`config.mk`:
```
export PLATFORM = sky130hd
export DESIGN_NAME = vga_data_controller
export DESIGN_NICKNAME = d
export VERILOG_FILES = /design/src/rtl/vga_dc_pkg.sv /design/src/rtl/vga_dc_fetch.sv /design/src/rtl/vga_data_controller.sv
export SDC_FILE = /design/constraint.sdc
export NUM_CORES = 1
export LEC_CHECK = 0
export BUFFER_PORTS_ARGS = -buffer_cell sky130_fd_sc_hd__buf_2
export CAP_MARGIN = 20
export CORE_MARGIN = 2
export CORE_UTILIZATION = 56
export CTS_CLUSTER_SIZE = 12
export DETAILED_ROUTE_END_ITERATION = 12
export GPL_TIMING_DRIVEN = 0
export PLACE_DENSITY = 0.9
export SETUP_SLACK_MARGIN = 0.4
export SKIP_CTS_REPAIR_TIMING = 1
export SLEW_MARGIN = 20
export SYNTH_ARGS = -nofsm -noshare
export SYNTH_HDL_FRONTEND = slang
export SYNTH_SLANG_ARGS = --single-unit
```
`constraint.sdc`:
```
create_clock -name clk -period 4.8 [get_ports clk]
set_clock_uncertainty 0.15 [all_clocks]
set_input_delay 0.24 -clock clk [delete_from_list [all_inputs] [get_ports clk]]
set_output_delay 0.24 -clock clk [all_outputs]
set_load 0.05 [all_outputs]
```
`src/rtl/vga_dc_pkg.sv`:
```
// Shared types and defaults for the VGA pixel-data fetch engine.
// Optional build macro: VGA_DC_BYTE_MASK_EN (zero unselected byte lanes on capture).
package vga_dc_pkg;

    typedef enum logic [1:0] {
        SYNC   = 2'd0,
        BPORCH = 2'd1,
        ACTIVE = 2'd2,
        FPORCH = 2'd3
    } vga_state_t;

    typedef enum logic {
        F_IDLE = 1'b0,
        F_REQ  = 1'b1
    } fetch_state_t;

    localparam int unsigned HACT_START_DEF     = 144;
    localparam int unsigned WORDS_PER_LINE_DEF = 20;
    localparam int unsigned FRAME_WORDS_DEF    = 9600;

    function automatic logic [31:0] lane_mask(input logic [3:0] i_bsel);
        logic [31:0] w_mask;
        for (int i = 0; i < 4; i++) begin
            w_mask[8*i +: 8] = {8{i_bsel[i]}};
        end
        return w_mask;
    endfunction

endpackage

```
`src/rtl/vga_dc_fetch.sv`:
```
// Single-outstanding read handshake toward the SRAM arbiter; the request
// address is latched at issue and held until data_en is seen.
//
// state  | meaning
// F_IDLE | no request outstanding, read low
// F_REQ  | read high, address/lanes held until data_en
module vga_dc_fetch
    import vga_dc_pkg::*;
(
    input  logic        clk,
    input  logic        nrst,
    input  logic        i_req,
    input  logic [31:0] i_addr,
    input  logic        i_data_en,
    output logic        o_busy,
    output logic        o_capture,
    output logic        o_read,
    output logic [31:0] o_addr,
    output logic [3:0]  o_bsel
);

    fetch_state_t r_state;
    fetch_state_t w_next;
    logic [31:0]  r_addr;

    always_ff @(posedge clk) begin
        if (nrst) begin
            r_state <= F_IDLE;
        end else begin
            r_state <= w_next;
        end
    end

    always_ff @(posedge clk) begin
        if (nrst) begin
            r_addr <= '0;
        end else if (r_state == F_IDLE && i_req) begin
            r_addr <= i_addr;
        end
    end

    always_comb begin
        w_next = r_state;
        case (r_state)
            F_IDLE: if (i_req)     w_next = F_REQ;
            F_REQ:  if (i_data_en) w_next = F_IDLE;
            default:               w_next = F_IDLE;
        endcase
    end

    always_comb begin
        o_read    = 1'b0;
        o_addr    = '0;
        o_bsel    = '0;
        o_busy    = 1'b0;
        o_capture = 1'b0;
        if (r_state == F_REQ) begin
            o_read    = 1'b1;
            o_addr    = r_addr;
            o_bsel    = 4'b1111;
            o_busy    = 1'b1;
            o_capture = i_data_en;
        end
    end

endmodule

```
`src/rtl/vga_data_controller.sv`:
```
// Prefetches one framebuffer word ahead of the beam and presents it to the
// pixel serializer. Optional build macro: VGA_DC_BYTE_MASK_EN.
module vga_data_controller
    import vga_dc_pkg::*;
#(
    parameter int unsigned HACT_START     = HACT_START_DEF,
    parameter int unsigned WORDS_PER_LINE = WORDS_PER_LINE_DEF,
    parameter int unsigned FRAME_WORDS    = FRAME_WORDS_DEF
)(
    input  logic        clk,
    input  logic        nrst,
    input  logic [1:0]  VGA_state,
    input  logic [9:0]  h_count,
    input  logic [31:0] VGA_request_address,
    input  logic [31:0] data_from_SRAM,
    input  logic        data_en,
    input  logic [3:0]  byte_select_in,
    output logic        read,
    output logic [31:0] SRAM_address,
    output logic [3:0]  byte_select_out,
    output logic [31:0] data_to_VGA
);

    localparam int unsigned IDX_W    = $clog2(WORDS_PER_LINE + 1);
    localparam logic [9:0]  HLAST_BP = 10'(HACT_START - 1);
    localparam logic [4:0]  HACT_LO  = 5'(HACT_START);

    vga_state_t       w_state;
    vga_state_t       r_prev_state;
    logic [31:0]      r_line_base;
    logic [IDX_W-1:0] r_word_index;
    logic [31:0]      r_next_word;
    logic             r_next_valid;
    logic [31:0]      r_data_to_vga;
    logic             r_discard;

    logic [4:0]       w_p_lo;
    logic             w_fetch_phase;
    logic             w_req;
    logic             w_leave;
    logic             w_xfer;
    logic             w_busy;
    logic             w_capture;
    logic             w_keep;
    logic [31:0]      w_lb_sum;
    logic [31:0]      w_lb_next;
    logic [31:0]      w_req_addr;
    logic [31:0]      w_cap_data;

    assign w_state = vga_state_t'(VGA_state);

    // Only the low five bits of the active pixel index matter for word boundaries.
    assign w_p_lo        = h_count[4:0] - HACT_LO;
    assign w_fetch_phase = (w_state == BPORCH) || (w_state == ACTIVE);
    assign w_req         = !r_next_valid && (r_word_index < IDX_W'(WORDS_PER_LINE)) && w_fetch_phase;
    assign w_leave       = (r_prev_state == ACTIVE) && (w_state != ACTIVE);
    assign w_xfer        = ((w_state == BPORCH) && (h_count == HLAST_BP)) ||
                           ((w_state == ACTIVE) && (w_p_lo == 5'd31));
    assign w_keep        = w_capture && !r_discard;
    assign w_lb_sum      = r_line_base + 32'(WORDS_PER_LINE);
    assign w_lb_next     = (w_lb_sum >= 32'(FRAME_WORDS)) ? '0 : w_lb_sum;
    assign w_req_addr    = VGA_request_address + r_line_base + 32'(r_word_index);

`ifdef VGA_DC_BYTE_MASK_EN
    assign w_cap_data = data_from_SRAM & lane_mask(byte_select_in);
`else
    logic w_unused_bsel;
    assign w_unused_bsel = ^byte_select_in;
    assign w_cap_data    = data_from_SRAM;
`endif

    vga_dc_fetch u_fetch (
        .clk       (clk),
        .nrst      (nrst),
        .i_req     (w_req),
        .i_addr    (w_req_addr),
        .i_data_en (data_en),
        .o_busy    (w_busy),
        .o_capture (w_capture),
        .o_read    (read),
        .o_addr    (SRAM_address),
        .o_bsel    (byte_select_out)
    );

    always_ff @(posedge clk) begin
        if (nrst) begin
            r_prev_state  <= SYNC;
            r_line_base   <= '0;
            r_word_index  <= '0;
            r_next_word   <= '0;
            r_next_valid  <= 1'b0;
            r_data_to_vga <= '0;
            r_discard     <= 1'b0;
        end else begin
            r_prev_state <= w_state;
            if (w_leave) begin
                r_data_to_vga <= '0;
                r_word_index  <= '0;
                r_next_valid  <= 1'b0;
                r_line_base   <= w_lb_next;
                // A read still in flight belongs to the finished line.
                r_discard     <= w_busy && !data_en;
            end else begin
                if (w_capture) begin
                    r_discard <= 1'b0;
                end
                if (w_keep) begin
                    r_next_word  <= w_cap_data;
                    r_word_index <= r_word_index + IDX_W'(1);
                end
                if (w_xfer) begin
                    r_data_to_vga <= r_next_valid ? r_next_word : '0;
                end
                if (w_keep) begin
                    r_next_valid <= 1'b1;
                end else if (w_xfer) begin
                    r_next_valid <= 1'b0;
                end
            end
        end
    end

    assign data_to_VGA = r_data_to_vga;

endmodule

```
# Yosys cells after proc, flatten, opt, wreduce, memory -nomap -nowiden
# Cells that the tools add are included.
[word_totals] register_bits=138 latch_bits=0 ramBits=0 rom_bits=0 inputBits=83 output_inout_bits=69 elab_cells=54 mem_count=0
[classes] n_addsub=5 n_mul=0 n_div=0 magnitude_cmp=2 n_eq_ne=6 shift=0 muxes=13 bitwise=2 n_reduce_logical=17
[ops] op="2-to-1 mux 32 bit" n=3
[ops] op="adder 32 bit" n=1
[ops] op="adder 32 x 5 -> 32 bit" n=1
[ops] op="adder 32 x 5 -> 32 bit, second input constant" n=1
[ops] op=">= comparator 32 x 14 -> 1 bit, second input constant" n=1
[ops] op="== test 10 x 8 -> 1 bit, second input constant" n=1
[ops] op="logical AND 1 bit" n=8
[ops] op="2-to-1 mux 1 bit" n=8
[ops] op="adder 5 x 1 -> 5 bit, second input constant" n=1
[ops] op="== test 5 bit, second input constant" n=1
[ops] op="less-than comparator 5 bit, second input constant" n=1
[ops] op="subtractor 5 bit, second input constant" n=1
[ops] op="== test 2 bit, second input constant" n=2
[ops] op="2-to-1 mux 4 bit" n=1
[ops] op="nonzero test 2 bit" n=2
[ops] op="logical NOT 1 bit" n=3
[ops] op="== test 2 x 1 -> 1 bit, second input constant" n=1
[ops] op="logical OR 1 bit" n=2
[ops] op="inequality test 2 bit, second input constant" n=1
[ops] op="NOT 1 bit" n=2
[ops] op="one-hot mux 1 bit (2 select lines)" n=1
[ops] op="AND reduction 2 bit" n=1
[ops] op="OR reduction 2 bit" n=1

# Logic depth before layout (Yosys ltp)
[depth] word_depth=6 ltp_mapped=12 depth_no_buf=12

# Cells and area by module
# A second synthesis with hierarchy kept.
[hier_totals] cells_unflattened=980 hier_area_um2=8149.1
[modules_own_cells] mod="vga_data_controller" instances=1 cells_per_inst=790 area_per_inst_um2=6314.8 seq_area_each_um2=2062.0
[modules_own_cells] mod="vga_dc_fetch" instances=1 cells_per_inst=190 area_per_inst_um2=1834.3 seq_area_each_um2=660.6

# Worst setup path before layout
# No wires, ideal clock.
[synth_path] path_type="register to register" startpoint="register r_line_base[2]" endpoint="register u_fetch.r_addr[20]" setup_ps=62 t_arrival_ps=3140 t_required_ps=4588 slack_ps=1448 path_stages_with_launch=11 n_path_buf=0 period_less_slack_ps=3352 cell_sequence="dfxtp_1 -> fa_1 -> ha_1 -> a211oi_1 -> nor3b_1 -> o21ai_0 -> a21oi_1 -> a221oi_1 -> o21bai_1 -> or4b_2 -> nand3_1"
[synth_via] elab_chain_len=2
[synth_lines] item="start: declaration" line_no="vga_data_controller.sv:30" text="logic [31:0] r_line_base;"
[synth_lines] item="start signal: assignment" line_no="vga_data_controller.sv:100" text="r_line_base <= w_lb_next;"
[synth_lines] item="adder 32 bit" line_no="vga_data_controller.sv:62" text="assign w_req_addr = VGA_request_address + r_line_base + 32'(r_word_index);"
[synth_lines] item="adder 32 x 5 -> 32 bit" line_no="vga_data_controller.sv:62"
[synth_lines] item="end signal: assignment" line_no="vga_dc_fetch.sv:38" text="r_addr <= i_addr;"
[synth_lines] item="end: declaration" line_no="vga_dc_fetch.sv:24" text="logic [31:0] r_addr;"
# Every way passes these cells.
# A chain may end at the register's enable or synchronous reset.

# Final worst setup path
# Ends and elaborated chain as after synthesis.

==> results.sh <==
export IMPL_async_reset_ff_frac=0
export IMPL_critPathArrivalTime_ps=4190
export IMPL_hold_worst_slack_ps=64.5
export IMPL_path_class="reg -> reg"
export IMPL_whs_endpoint="data_to_VGA[0]$_SDFFE_PP0P_"
export IMPL_postRouteAntennaNets=0
export IMPL_place_detailed_hpwl_microns=16600
export IMPL_proportion_of_layout_cells_with_a_drive_suffix_above_1=0.172
export IMPL_yosysMostFrequentCell="sky130_fd_sc_hd__nand2_1"
export IMPL_post_dr_vias_cell=6.06
export IMPL_timing_hold_violations_final=0
export IMPL_max_slew_margin=0.506
export IMPL_synth_nets=1122
export IMPL_ys_seq_elements=136
export IMPL_largest_net_degree_at_the_start_of_global_routing=17
export IMPL_worst_pin_slew_ps=722
export IMPL_dominantRegCellSynth="sky130_fd_sc_hd__dfxtp_1"
export IMPL_critPathSlowestCell="sky130_fd_sc_hd__or4b_2"
export IMPL_power_density_cell_area_mw_per_mm2=305
export IMPL_m1_wl_microns=9320
export IMPL_ff2ff_setup_slack_ps=840
export IMPL_crit_path_max_incr_delay_ps=620
export IMPL_avgSynthCellArea_sq_um=7.99
export IMPL_path_clk_slew_ps=70
export IMPL_synth_edff_count=0
export IMPL_routed_wirelength_microns=24400
export IMPL_finalNetCount=1322
export IMPL_met2_length_microns=11800
export IMPL_routabilityCongestion=0.970
export IMPL_final_setup_worst_slack_ps=836
export IMPL_p_int_mw=2.06
export IMPL_worstSkewPairLatency_ps=440
export IMPL_detailedRoute_firstIterationViolations=914
export IMPL_achievable_frequency_mhz=252
export IMPL_final_cell_count_no_fill=1365
export IMPL_total_power_of_the_final_layout_mw=2.95
export IMPL_number_of_cells_traversed_by_the_worst_register_to_register_path=10
export IMPL_hold_path_startpoint="h_count[4]"
export IMPL_drt_pass1_iter_count=8
export IMPL_grt_antenna_before_repair=0
export IMPL_fp_row_count=43
export IMPL_power_combinational_fraction=0.137
export IMPL_top_signal_layer_used="met4"
export IMPL_cts_buffers=17
export IMPL_clockBufferDepth=2
export IMPL_met3RoutedLength_microns=2150
export IMPL_grt_first_pass_wirelength_microns=34400
export IMPL_yosysTopAreaCell="sky130_fd_sc_hd__dfxtp_1"
export IMPL_die_area_sq_mm=0.0148
export IMPL_ys_types=67
export IMPL_r2r_endpoint="u_fetch.r_addr[20]$_SDFFE_PP0P_"
export IMPL_final_worst_path_period_need_ps=3960
export IMPL_place_port_buffers=146
export IMPL_crit_path_start_kind="register"
export IMPL_ir_worst_vdd_mv=0.281
export IMPL_die_x_microns=122
export IMPL_hold_crit_class="in -> reg"
export IMPL_p_sw_mw=0.891
export IMPL_post_synth_main_area_contributors="sky130_fd_sc_hd__dfxtp_1, sky130_fd_sc_hd__ha_1, sky130_fd_sc_hd__nand2_1, sky130_fd_sc_hd__a21oi_1, sky130_fd_sc_hd__nand3_1"
export IMPL_type_of_destination_of_the_critical_path="register"
export IMPL_power_frac_clock=0.455
export IMPL_clockRootBuffer="sky130_fd_sc_hd__clkbuf_16"
export IMPL_static_leakage_power_nw=4.37
export IMPL_drv_cap=0
export IMPL_drc=0
export IMPL_area_growth_syn_to_layout_pct=24.5
export IMPL_htree_levels=4
export IMPL_seq_area_frac_synth=0.351
export IMPL_slew_violations=0
export IMPL_route_vias_total=8276
export IMPL_pin_count=152
export IMPL_wl_per_cell_microns=17.8
export IMPL_critical_path_cell_chain="fa_1, ha_1, a211oi_1, nor3b_1, o21ai_0, a21oi_1, a221oi_1, o21bai_1, or4b_2, nand3_1"
export IMPL_setup_violations_final=0
export IMPL_hold_depth=4
export IMPL_power_switching_fraction=0.302
export IMPL_gr_total_overflow=0
export IMPL_grt_pass1_vias=7224
export IMPL_fin_tns_setup_ps=0
export IMPL_worst_r2r_startpoint="r_line_base[2]$_SDFFE_PP0P_"
export IMPL_min_period_over_period=0.826
export IMPL_postSynthCellCount=972
export IMPL_rsz0062_at_grt="no"
export IMPL_synth_warnings=0
export IMPL_preCtsSetupSlack_ps=983
export IMPL_synthDominantCellAreaShare=0.351
export IMPL_synth_cell_area_sq_mm=0.00776
export IMPL_synth_common_cells="sky130_fd_sc_hd__nand2_1, sky130_fd_sc_hd__dfxtp_1, sky130_fd_sc_hd__a21oi_1, sky130_fd_sc_hd__ha_1, sky130_fd_sc_hd__nand3_1"
export IMPL_status="completed"
export IMPL_initial_core_util=0.566
export IMPL_cp_data_required_time_ps=5030
export IMPL_sequentialPowerShare=0.408
export IMPL_crit_path_max_fanout=7
export IMPL_cts_tree="built"
export IMPL_die_height_microns=122
export IMPL_track_usage=0.296
export IMPL_antenna_diode_count=0
export IMPL_core_area_sq_mm=0.0137
export IMPL_clock_sinks=136
export IMPL_number_of_instances_in_the_placed_design=1298
==> sequential cells by signal (all words and copies together) (netlist names), 2 cells and up <==
register	count
data_to_VGA	32
r_line_base	30
r_next_word	32
r_prev_state	2
r_word_index	5
u_fetch.r_addr	32
==> through the flow <==
step	util	cell area, sq um
floorplan	-	7760
global placement	0.635	8720
detailed placement	0.635	8720
CTS	0.679	9320
global route	0.705	9670
finish	0.705	9670
==> power by group through the flow <==
stage	Clock (mW)	Combinational [mW]	Sequential [mW]
after floorplan	0	0.242	1.22
after global placement	0	0.355	1.22
after detailed placement	0	0.361	1.22
after CTS	1.33	0.366	1.20
after global routing	1.40	0.433	1.20
final	1.34	0.404	1.20
==> placed cells by master, fill, tap and decap left out, drive strengths merged, types with 3 or more instances in the layout <==
cell type	netlist	final
a2111oi	4	4
a211oi	11	11
a21o	22	22
a21oi	125	125
a31oi	3	3
a41o	3	3
and2	39	39
and3	28	28
buf	8	154
clkbuf	48	65
dfxtp	136	136
dlygate4sd3	0	35
fa	4	4
ha	63	63
inv	16	28
mux2i	6	6
nand2	168	168
nand2b	7	7
nand3	62	62
nand4	15	15
nor2	41	41
nor2b	5	5
nor3	16	16
nor4	5	5
o211ai	8	8
o21a	3	3
o21ai	30	30
o21bai	5	5
or2	5	5
or3	13	13
or4	5	5
xnor2	18	18
xor2	14	14
==> worst max-delay path, delay by kind of cell (launching register included) <==
kind                     cells  cell delay, ps
AO/OA/AOI/OAI                5            1570
AND/OR/NAND/NOR              3             840
flip-flops                   1             510
adder cells (fa/ha/maj)      2             830
==> how the worst max path moves through the flow <==
stage                                           start                               to  slack (ps)  cells after the start
after floorplan           r_line_base[2]$_SDFFE_PP0P_  u_fetch.r_addr[20]$_SDFFE_PP0P_        1450                     10
after global placement    r_line_base[2]$_SDFFE_PP0P_  u_fetch.r_addr[20]$_SDFFE_PP0P_        1010                     10
after detailed placement  r_line_base[2]$_SDFFE_PP0P_  u_fetch.r_addr[20]$_SDFFE_PP0P_         980                     10
after CTS                 r_line_base[2]$_SDFFE_PP0P_  u_fetch.r_addr[20]$_SDFFE_PP0P_         950                     10
after global routing      r_line_base[2]$_SDFFE_PP0P_  u_fetch.r_addr[20]$_SDFFE_PP0P_         570                     10
final                     r_line_base[2]$_SDFFE_PP0P_  u_fetch.r_addr[20]$_SDFFE_PP0P_         840                     10
==> per-layer routing <==
| layer | vias up | track usage |
|---|---|---|
| li1 | 3855 | - |
| met1 | 3821 | 0.348 |
| met2 | 502 | 0.507 |
| met3 | 98 | 0.0754 |
| met4 | 0 | 0.134 |
| met5 | - | 0 |
==> kinds of logic after synthesis <==
| group | synth area share |
|---|---|
| fa+ha+maj | 0.112 |
| mux | 0.00774 |
| buf+inv | 0.0371 |
| xor+xnor | 0.0361 |
| simple gates | 0.267 |
| compound gates | 0.189 |
| flops | 0.351 |
==> layout make-up <==
type	count	area, sq um
sequential	136	2720
clock inverter	15	171
inverter	16	60.1
buffer	56	228
tap	180	225
multi-input combinational	764	4750
fill	1017	4050
timing repair buffer	181	1080
clock buffer	17	425
No activity file was read; power rests on OpenSTA's default activity.
